## src/rtl/pixel_serializer.sv

```systemverilog
// Pixel-to-bit serializer feeding the WS2812 line writer: one-entry holding register,
// MSB-first shift-out with gapless pixel chaining, and a latch gap after the last pixel.
module pixel_serializer #(
    parameter int unsigned BITS_PER_PIXEL = 24,
    parameter int unsigned LATCH_CYCLES   = 1200
) (
    input  logic                      CLK,
    input  logic                      RST_N,
    input  logic [BITS_PER_PIXEL-1:0] pixel_data,
    input  logic                      pixel_last,
    input  logic                      pixel_valid,
    output logic                      pixel_ready,
    output logic                      bit_value,
    output logic                      bit_valid,
    input  logic                      bit_ready,
    output logic                      busy,
    output logic                      frame_done,
    output logic                      underrun
);

    localparam int unsigned CNT_W = (BITS_PER_PIXEL > 1) ? $clog2(BITS_PER_PIXEL) : 1;
    localparam int unsigned LAT_W = (LATCH_CYCLES > 1) ? $clog2(LATCH_CYCLES) : 1;
    localparam logic [CNT_W-1:0] LAST_BIT = CNT_W'(BITS_PER_PIXEL - 1);
    localparam logic [LAT_W-1:0] LAT_INIT = LAT_W'(LATCH_CYCLES - 1);

    typedef enum logic [1:0] {
        StIdle,
        StShift,
        StLatch
    } state_e;

    state_e                    r_state, w_state_d;
    logic                      r_hold_full, w_hold_full_d;
    logic [BITS_PER_PIXEL-1:0] r_hold_data, w_hold_data_d;
    logic                      r_hold_last, w_hold_last_d;
    logic [BITS_PER_PIXEL-1:0] r_shreg, w_shreg_d;
    logic                      r_cur_last, w_cur_last_d;
    logic [CNT_W-1:0]          r_bit_cnt, w_bit_cnt_d;
    logic [LAT_W-1:0]          r_latch_cnt, w_latch_cnt_d;
    logic                      r_bit_valid, w_bit_valid_d;
    logic                      r_bit_value, w_bit_value_d;
    logic                      r_frame_done, w_frame_done_d;
    logic                      r_underrun, w_underrun_d;

    logic                      w_accept;
    logic                      w_xfer;
    logic                      w_load;
    logic [BITS_PER_PIXEL-1:0] w_shifted;

    assign w_accept  = pixel_valid & ~r_hold_full;
    assign w_xfer    = r_bit_valid & bit_ready;
    assign w_shifted = r_shreg << 1;

    always_comb begin
        w_state_d      = r_state;
        w_hold_full_d  = r_hold_full;
        w_hold_data_d  = r_hold_data;
        w_hold_last_d  = r_hold_last;
        w_shreg_d      = r_shreg;
        w_cur_last_d   = r_cur_last;
        w_bit_cnt_d    = r_bit_cnt;
        w_latch_cnt_d  = r_latch_cnt;
        w_bit_valid_d  = r_bit_valid;
        w_bit_value_d  = r_bit_value;
        w_frame_done_d = 1'b0;
        w_underrun_d   = 1'b0;
        w_load         = 1'b0;

        if (w_accept) begin
            w_hold_full_d = 1'b1;
            w_hold_data_d = pixel_data;
            w_hold_last_d = pixel_last;
        end

        unique case (r_state)
            StIdle: begin
                w_bit_valid_d = 1'b0;
                w_bit_value_d = 1'b0;
                if (r_hold_full) begin
                    w_load    = 1'b1;
                    w_state_d = StShift;
                end
            end
            StShift: begin
                if (w_xfer) begin
                    if (r_bit_cnt != LAST_BIT) begin
                        w_shreg_d     = w_shifted;
                        w_bit_cnt_d   = r_bit_cnt + 1'b1;
                        w_bit_value_d = w_shifted[BITS_PER_PIXEL-1];
                    end else if (r_cur_last) begin
                        w_state_d     = StLatch;
                        w_latch_cnt_d = LAT_INIT;
                        w_bit_valid_d = 1'b0;
                        w_bit_value_d = 1'b0;
                    end else if (r_hold_full) begin
                        // Chain straight into the held pixel so the line sees no gap cycle.
                        w_load = 1'b1;
                    end else begin
                        w_underrun_d  = 1'b1;
                        w_state_d     = StIdle;
                        w_bit_valid_d = 1'b0;
                        w_bit_value_d = 1'b0;
                    end
                end
            end
            StLatch: begin
                w_bit_valid_d = 1'b0;
                w_bit_value_d = 1'b0;
                if (r_latch_cnt == '0) begin
                    w_frame_done_d = 1'b1;
                    w_state_d      = StIdle;
                end else begin
                    w_latch_cnt_d = r_latch_cnt - 1'b1;
                end
            end
            default: begin
                w_state_d     = StIdle;
                w_bit_valid_d = 1'b0;
                w_bit_value_d = 1'b0;
            end
        endcase

        // A load only happens while the hold is full, so it never collides with an accept.
        if (w_load) begin
            w_shreg_d     = r_hold_data;
            w_cur_last_d  = r_hold_last;
            w_hold_full_d = 1'b0;
            w_bit_cnt_d   = '0;
            w_bit_valid_d = 1'b1;
            w_bit_value_d = r_hold_data[BITS_PER_PIXEL-1];
        end
    end

    always_ff @(posedge CLK or negedge RST_N) begin
        if (!RST_N) begin
            r_state      <= StIdle;
            r_hold_full  <= 1'b0;
            r_hold_data  <= '0;
            r_hold_last  <= 1'b0;
            r_shreg      <= '0;
            r_cur_last   <= 1'b0;
            r_bit_cnt    <= '0;
            r_latch_cnt  <= '0;
            r_bit_valid  <= 1'b0;
            r_bit_value  <= 1'b0;
            r_frame_done <= 1'b0;
            r_underrun   <= 1'b0;
        end else begin
            r_state      <= w_state_d;
            r_hold_full  <= w_hold_full_d;
            r_hold_data  <= w_hold_data_d;
            r_hold_last  <= w_hold_last_d;
            r_shreg      <= w_shreg_d;
            r_cur_last   <= w_cur_last_d;
            r_bit_cnt    <= w_bit_cnt_d;
            r_latch_cnt  <= w_latch_cnt_d;
            r_bit_valid  <= w_bit_valid_d;
            r_bit_value  <= w_bit_value_d;
            r_frame_done <= w_frame_done_d;
            r_underrun   <= w_underrun_d;
        end
    end

    assign pixel_ready = ~r_hold_full;
    assign bit_valid   = r_bit_valid;
    assign bit_value   = r_bit_value;
    assign busy        = (r_state != StIdle);
    assign frame_done  = r_frame_done;
    assign underrun    = r_underrun;

endmodule

```

## config.mk

```make
export PLATFORM = sky130hd
export DESIGN_NAME = pixel_serializer
export DESIGN_NICKNAME = d
export VERILOG_FILES = /design/src/rtl/pixel_serializer.sv
export SDC_FILE = /design/constraint.sdc
export NUM_CORES = 1
export LEC_CHECK = 0
export BUFFER_PORTS_ARGS = -buffer_cell sky130_fd_sc_hd__buf_2
export CORE_ASPECT_RATIO = 0.8
export CORE_MARGIN = 4
export CORE_UTILIZATION = 49
export DETAILED_ROUTE_END_ITERATION = 8
export GPL_TIMING_DRIVEN = 0
export PLACE_DENSITY = 0.64
export SLEW_MARGIN = 20
export SYNTH_ARGS = -nofsm -noshare
export SYNTH_HDL_FRONTEND = slang
export SYNTH_SLANG_ARGS = --single-unit
```

## constraint.sdc

```tcl
create_clock -name CLK -period 5.4 [get_ports CLK]
set_input_delay 1.35 -clock CLK [delete_from_list [all_inputs] [get_ports CLK]]
set_output_delay 1.35 -clock CLK [all_outputs]
set_load 0.02 [all_outputs]
```

==> results of run 1 <==
==> kinds of logic (layout without fill, tap and decap cells) <==
| family | after synthesis | in the layout | share of synthesized area [%] |
|---|---|---|---|
| DFF | 72 | 72 | 53.9 |
| AOI/OAI and AO/OA | 67 | 67 | 15.3 |
| adders and majority gates | 3 | 3 | 1.12 |
| xor gates and xnor gates | 4 | 4 | 1.05 |
| buffers and inverters | 41 | 92 | 4.90 |
| muxes | 35 | 35 | 11.5 |
| and+or+nand+nor | 72 | 72 | 12.2 |
==> cell usage after synthesis (2+ instances only) <==
| cell | instances | area share [%] |
|---|---|---|
| and2_1 | 5 | 0.94 |
| inv_1 | 25 | 2.8 |
| nor2_1 | 16 | 1.8 |
| nand4_1 | 2 | 0.37 |
| o21ai_0 | 23 | 3.4 |
| nand2_1 | 12 | 1.3 |
| buf_2 | 5 | 0.75 |
| or3_4 | 2 | 0.67 |
| a32oi_1 | 20 | 5.2 |
| a2111oi_2 | 4 | 1.8 |
| nand3_1 | 8 | 1.2 |
| dfrtp_1 | 72 | 54 |
| nor3_1 | 3 | 0.45 |
| o21ai_1 | 3 | 0.45 |
| mux2i_1 | 9 | 2.7 |
| nor4_1 | 5 | 0.94 |
| o31ai_1 | 2 | 0.45 |
| a21oi_1 | 5 | 0.75 |
| clkbuf_1 | 10 | 1.1 |
| nor2b_1 | 3 | 0.56 |
| xnor2_1 | 3 | 0.79 |
| ha_1 | 3 | 1.1 |
| nand2b_1 | 7 | 1.3 |
| mux2_2 | 26 | 8.8 |
==> routing by layer <==
| layer | global-route usage [%] | part of all wire [%] |
|---|---|---|
| met5 | 0 | 0 |
| met4 | 4.71 | 0.67 |
| met3 | 5.52 | 4.5 |
| met2 | 28.7 | 45 |
| met1 | 25.3 | 50 |
==> area by class of cell <==
cell class	count	area, um2	area share, %
Sequential cell	72	1800	46.5
Multi-Input combinational cell	181	1380	35.5
Clock inverter	5	78.8	2.03
Buffer	16	70.1	1.81
Inverter	25	93.8	2.42
Timing Repair Buffer	35	200	5.16
Tap cell	84	105	2.71
Clock buffer	11	151	3.90
==> per-stage QoR <==
| stage | total power, mW | utilization [%] | hold slack (ns) | setup WS [ns] | std cells |
|---|---|---|---|---|---|
| final | 1.41 | 59.6 | 0.487 | 2.77 | 429 |
| after CTS | 1.43 | 59.6 | 0.495 | 2.76 | 429 |
| after detailed placement | 0.946 | 56.1 | 0.472 | 2.49 | 413 |
| after global placement | 0.932 | 55.6 | 0.466 | 2.53 | 412 |
| after floorplan | 0.858 | - | 0.452 | 2.90 | 294 |
| after global routing | 1.50 | 59.6 | 0.514 | 2.65 | 429 |
==> worst max-delay path by stage <==
stage,start,endpoint,slack (ns),cells after the start
detailed placement,bit_ready,r_shreg[16],2.49,6
global placement,bit_ready,r_shreg[22],2.53,6
finish,r_state[0],busy,2.77,3
CTS,r_state[0],busy,2.76,3
global route,bit_ready,r_shreg[3],2.65,6
floorplan,bit_ready,r_cur_last,2.90,4
==> power groups by stage <==
stage | registers (mW) | clock network, mW | logic [mW]
final | 0.700 | 0.481 | 0.233
after global routing | 0.713 | 0.520 | 0.265
after CTS | 0.700 | 0.491 | 0.237
after detailed placement | 0.710 | 0 | 0.235
after global placement | 0.707 | 0 | 0.225
after floorplan | 0.697 | 0 | 0.161
==> cell usage in the layout (no fill, tap or decap), types with 2 or more instances in the layout <==
cell type and instances:
o21ai_1 3, nand2_1 12, nor2_1 16, buf_4 2, nand3_1 8, a2111oi_2 4
clkbuf_8 11, bufinv_16 2, a32oi_1 20, clkinv_2 2, o21ai_0 23, and2_1 5
mux2i_1 9, ha_1 3, nand2b_1 7, a21oi_1 5, o31ai_1 2, mux2_2 26
or3_4 2, dfrtp_1 72, nor2b_1 3, buf_2 38, nor3_1 3, clkbuf_1 10
xnor2_1 3, nor4_1 5, nand4_1 2, inv_1 25
==> registers in the layout, indices dropped and copies added (netlist names) <==
signal and count:
r_bit_cnt 5, r_state 2, underrun 1, frame_done 1, r_hold_last 1, r_shreg 23
r_hold_data 24, bit_value 1, r_hold_full 1, r_latch_cnt 11, r_cur_last 1, bit_valid 1
==> run_results.csv, run 1 <==
group,metric,value,unit
clock_network,clk_pin_slew,0.07,ns
place,dpl.hpwl,4670,um
timing,worst_pin_slew,0.619,ns
worst_hold_path,hold_path_class,"register to register",
final_layout,nets,372,
outcome,status,"complete, no violations",
critical_path,path_class,"register to primary output",
final_layout,nFillCells,578,
place,dpl_cell_area,3650,um2
route,drtPass1Iterations,4,
timing,fin_crit_sh,48.6,%
timing,hold_viol_final,0,
power_and_ir_drop,pwr-share-seq,49.5,%
power_and_ir_drop,switching_power,0.389,mW
clock_network,hold_buffers,0,
route,totalWireLength,6680,um
critical_path,r2r_slack,3.28,ns
critical_path,rr_endpoint,"r_shreg[3]",
route,drc,0,
logic_synthesis,synthCells,294,
floorplan,start_util,51.4,%
critical_path,crit_path_start_kind,"register",
worst_hold_path,holdCritStartpoint,"r_hold_data[23]",
clock_network,cts.htree.levels,3,
logic_synthesis,yosysWarnings,0,
timing,finalSetupTns,0,ns
logic_synthesis,netlist_area,3340,um2
power_and_ir_drop,clockPowerShare,34.0,%
route,wire_per_inst,15.6,um
clock_network,insertion_delay,0.34,ns
clock_network,clock-sinks,72,
logic_synthesis,synthArstFlopShare,100,%
critical_path,crit_path_end_kind,"primary output",
place,port_buffers,34,
global_route,grt_max_degree,58,
timing,period_needed,2.63,ns
power_and_ir_drop,p_sw_share,27.5,%
route,initialDrtViolationCount,163,
critical_path,critPathMaxFanout,10,
worst_hold_path,holdPathEnd,"bit_value",
final_layout,drive_gt1_share,28.1,%
logic_synthesis,synth_seq_cells,72,
timing,drv_slew,0,
floorplan,die_h,81.9,um
worst_hold_path,worstHoldPathCells,1,
logic_synthesis,ys.flop_type,"dfrtp_1",
global_route,grtUsageTotal,18.4,%
logic_synthesis,synth-edff-count,0,
floorplan,ios,35,
floorplan,core,6510,um2
floorplan,die_area,8220,um2
final_layout,stdcell_area,3880,um2
critical_path,cp_top_family,"flip-flops",
timing,slew_headroom,58.3,%
timing,rsz0062_at_grt,"false",
critical_path,r2r_start,"r_bit_cnt[0]",
job,cap_violations,0,
logic_synthesis,synth_area_per_cell,11.4,um2
critical_path,r2r_cells,6,
place,gp_congestion,0.768,
clock_network,cts_tree,"built",
route,via_per_inst,5.51,
timing,skew,0.0102,ns
global_route,antenna_found_initial,0,
critical_path,crit_chain,"buf_4 -> or2_2 -> buf_2",
final_layout,n_antenna_cell,0,
logic_synthesis,ys_types,45,
critical_path,crit_buf_inv,2,
power_and_ir_drop,power.density,365,nW/um2
clock_network,post_cts_resized,0,
critical_path,crit_slowest_cell,"dfrtp_1",
global_route,gr-total-overflow,0,
clock_network,clockBufferDepth,2,
logic_synthesis,syn-num-nets,326,
power_and_ir_drop,p_leak,1.65,nW
critical_path,required,4.05,ns
global_route,grt_pass1_wl,11900,um
final_layout,syn2layout_area_growth,16.0,%
floorplan,rows,26,
clock_network,numCtsBuffers,9,
critical_path,crit_arrival,1.28,ns
critical_path,crit_path_max_incr_delay,0.36,ns
floorplan,chipWidth,100,um
timing,setup_viol,0,
power_and_ir_drop,ir_drop,0.207,mV
power_and_ir_drop,internal_power,1.02,mW
timing,fmax,381,MHz
global_route,grt_pass1_vias,2414,
clock_network,cts_root_buf,"clkbuf_8",
clock_network,postCtsSetupBuffers,0,
logic_synthesis,ys_seq_area_share,53.9,%
route,via_count,2362,
route,drtAntennaViolNets,0,
power_and_ir_drop,p_comb_share,16.5,%
(Power assumes the default switching activity.)
==> run 2, diff against run 1 <==
--- a/config.mk
+++ b/config.mk
@@ -5,13 +5,14 @@
 export SDC_FILE = /design/constraint.sdc
 export NUM_CORES = 1
 export LEC_CHECK = 0
+export ABC_AREA = 1
 export BUFFER_PORTS_ARGS = -buffer_cell sky130_fd_sc_hd__buf_2
 export CORE_ASPECT_RATIO = 0.8
 export CORE_MARGIN = 4
 export CORE_UTILIZATION = 49
 export DETAILED_ROUTE_END_ITERATION = 8
 export GPL_TIMING_DRIVEN = 0
-export PLACE_DENSITY = 0.64
+export PLACE_DENSITY = 0.67
 export SLEW_MARGIN = 20
 export SYNTH_ARGS = -nofsm -noshare
 export SYNTH_HDL_FRONTEND = slang
==> constraint.sdc (replaced) <==
create_clock -name CLK -period 2.3 [get_ports CLK]
set_input_delay 0.575 -clock CLK [delete_from_list [all_inputs] [get_ports CLK]]
set_output_delay 0.575 -clock CLK [all_outputs]
set_load 0.02 [all_outputs]
==> run_results.csv, run 2 <==
group,metric,value,unit
critical_path,crit_arrival,1.22,ns
critical_path,critPathMaxFanout,3,
critical_path,cp-startpoint,"r_state[1]",
clock_network,clockBufferDepth,2,
final_layout,reg.largest.list,"r_hold_data x24, r_shreg x23, r_latch_cnt x11",
logic_synthesis,synthArstFlopShare,100,%
clock_network,cts_tree,"built",
timing,whs,0.124,ns
global_route,grt_max_degree,51,
place,gp_congestion,0.812,
clock_network,insertion_delay,0.34,ns
logic_synthesis,netlist_area,3350,um2
floorplan,die_h,82.0,um
final_layout,final_cell_mix,"136 x nand2_1, 72 x dfrtp_1, 37 x buf_2",
critical_path,rr_endpoint,"r_bit_cnt[4]",
final_layout,final_common_cell,"nand2_1",
power_and_ir_drop,switching_power,1.49,mW
global_route,gr-total-overflow,0,
final_layout,nets,440,
final_layout,n_antenna_cell,0,
clock_network,clk_pin_slew,0.07,ns
critical_path,r2r_cells,9,
logic_synthesis,synth_top_area_share,53.8,%
final_layout,instances_no_fill,496,
clock_network,cts_root_buf,"clkbuf_8",
logic_synthesis,synth_seq_cells,72,
route,drtPass1Iterations,4,
route,drtAntennaViolNets,0,
floorplan,start_util,51.5,%
floorplan,rows,26,
logic_synthesis,yosysWarnings,0,
timing,fin_crit_sh,78.2,%
route,via_per_inst,4.95,
power_and_ir_drop,internal_power,2.88,mW
final_layout,nFillCells,592,
logic_synthesis,synth_top_cell_by_area,"dfrtp_1",
timing,worst_pin_slew,0.328,ns
critical_path,crit_slowest_cell,"dfrtp_1",
critical_path,cp_top_family,"flip-flops",
critical_path,crit_buf_inv,2,
logic_synthesis,synthCells,362,
power_and_ir_drop,clockPowerShare,22.1,%
worst_hold_path,hold_path_class,"input pin to asynchronous set/reset pin",
final_layout,multi_input_area,1380,um2
logic_synthesis,ys_seq_area_share,53.8,%
timing,rsz0062_at_grt,"false",
logic_synthesis,syn-num-nets,394,
outcome,status,"complete, no violations",
timing,period_needed,1.80,ns
critical_path,path_class,"register to primary output",
job,cap_violations,0,
place,placed_cells,481,
final_layout,drive_gt1_share,24.8,%
global_route,grtUsageTotal,18.1,%
power_and_ir_drop,p_sw_share,34.1,%
clock_network,numCtsBuffers,9,
clock_network,postCtsSetupBuffers,0,
final_layout,syn2layout_area_growth,14.7,%
route,via_count,2454,
logic_synthesis,synth-edff-count,0,
route,initialDrtViolationCount,108,
route,wire_per_inst,13.1,um
place,port_buffers,34,
clock_network,clock-sinks,72,
power_and_ir_drop,power.total,4.37,mW
critical_path,r2r_start,"r_bit_cnt[0]",
final_layout,ff_latch_area,1800,um2
timing,drv_slew,0,
final_layout,top_register,"r_hold_data",
logic_synthesis,netlist_top_cells_area,"dfrtp_1 54%, nand2_1 15%, mux2_2 8.4%, nand3_1 5.1%, nor2_1 2.2%",
floorplan,ios,35,
critical_path,required,1.73,ns
logic_synthesis,yosys-top-cells-count,"136 x nand2_1, 72 x dfrtp_1, 34 x nand3_1",
critical_path,crit_path_start_kind,"register",
power_and_ir_drop,power.density,1140,nW/um2
power_and_ir_drop,p_comb_share,31.8,%
final_layout,stdcell_area,3840,um2
critical_path,r2r_slack,0.64,ns
final_layout,largest_register_ffs,24,
clock_network,hold_buffers,0,
floorplan,core,6510,um2
logic_synthesis,yosys.cell_count.top_type,"nand2_1",
power_and_ir_drop,ir_drop,0.567,mV
critical_path,crit_chain,"nor2_1 -> inv_1 -> buf_2",
timing,skew,0.00564,ns
logic_synthesis,synth_area_per_cell,9.26,um2
power_and_ir_drop,pwr-share-seq,46.1,%
clock_network,cts.htree.levels,3,
global_route,grt_pass1_vias,2446,
timing,fmax,556,MHz
timing,finalSetupTns,0,ns
place,dpl_cell_area,3660,um2
timing,setup_viol,0,
clock_network,post_cts_resized,0,
route,drc,0,
critical_path,crit_path_max_incr_delay,0.46,ns
global_route,antenna_found_initial,0,
floorplan,die_area,8230,um2
route,totalWireLength,6510,um
floorplan,chipWidth,100,um
critical_path,crit_path_end_kind,"primary output",
logic_synthesis,ys_types,28,
timing,slew_headroom,78.2,%
logic_synthesis,ys.flop_type,"dfrtp_1",
place,dpl.hpwl,4580,um
timing,hold_viol_final,0,
power_and_ir_drop,p_leak,1.89,nW
global_route,grt_pass1_wl,11500,um
==> run 2: stage by stage <==
step	setup slack (ns)	utilization [%]
after floorplan	0.831	-
after global placement	0.231	55.7
after detailed placement	0.509	56.2
after CTS	0.490	59.1
after global routing	0.430	59.1
final	0.502	59.1
==> run 2: how the worst max path moves through the flow <==
stage                                 end  cells after the start
after floorplan           r_hold_data[10]                      3
after global placement    r_hold_data[18]                      1
after detailed placement  r_hold_data[15]                      4
after CTS                            busy                      3
after global routing                 busy                      3
final                                busy                      3
==> run 2: worst reg2reg max path, cell delays in order, from the launching register on <==
cell      delay [ns]
dfrtp_1         0.39
ha_1            0.25
nand2_1         0.07
nor2_1          0.17
nand4_1         0.12
nand2_2         0.12
buf_6           0.15
inv_1           0.12
nand3b_1        0.11
nand2_1         0.06
==> run 2: per-layer routing <==
metal  up-vias  global-route usage (%)  wire [um]
li1       1249                       -          -
met1      1144                    24.6       3170
met2        55                    27.7       2960
met3         6                    5.60        323
met4         0                    5.92         60
met5         -                       0          0
==> run 2: final cells by class <==
class	instances	share of cell area, %
Clock buffer	11	3.68
Inverter	20	1.95
Timing Repair Buffer	35	5.21
Multi-Input combinational cell	259	35.9
Sequential cell	72	46.9
Tap cell	84	2.74
Buffer	11	2.47
Clock inverter	4	1.17
==> run 2: cells by family after synthesis <==
family	count (synthesis)	share of synthesized area, %
AO/OA/AOI/OAI	15	2.65
XOR/XNOR	3	0.784
adder cells (fa/ha/maj)	3	1.12
buffers and inverters	31	5.08
flip-flops	72	53.8
multiplexers	25	8.40
AND/OR/NAND/NOR	213	28.2
==> run 2: power by group through the flow <==
stage	clock (mW)	combinational, mW	sequential [mW]
2_1_floorplan	0	1.07	1.98
3_3_place_gp	0	1.35	2.02
3_5_place_dp	0	1.41	2.04
4_1_cts	0.990	1.41	2.02
5_1_grt	1.05	1.59	2.08
6_report	0.967	1.39	2.01
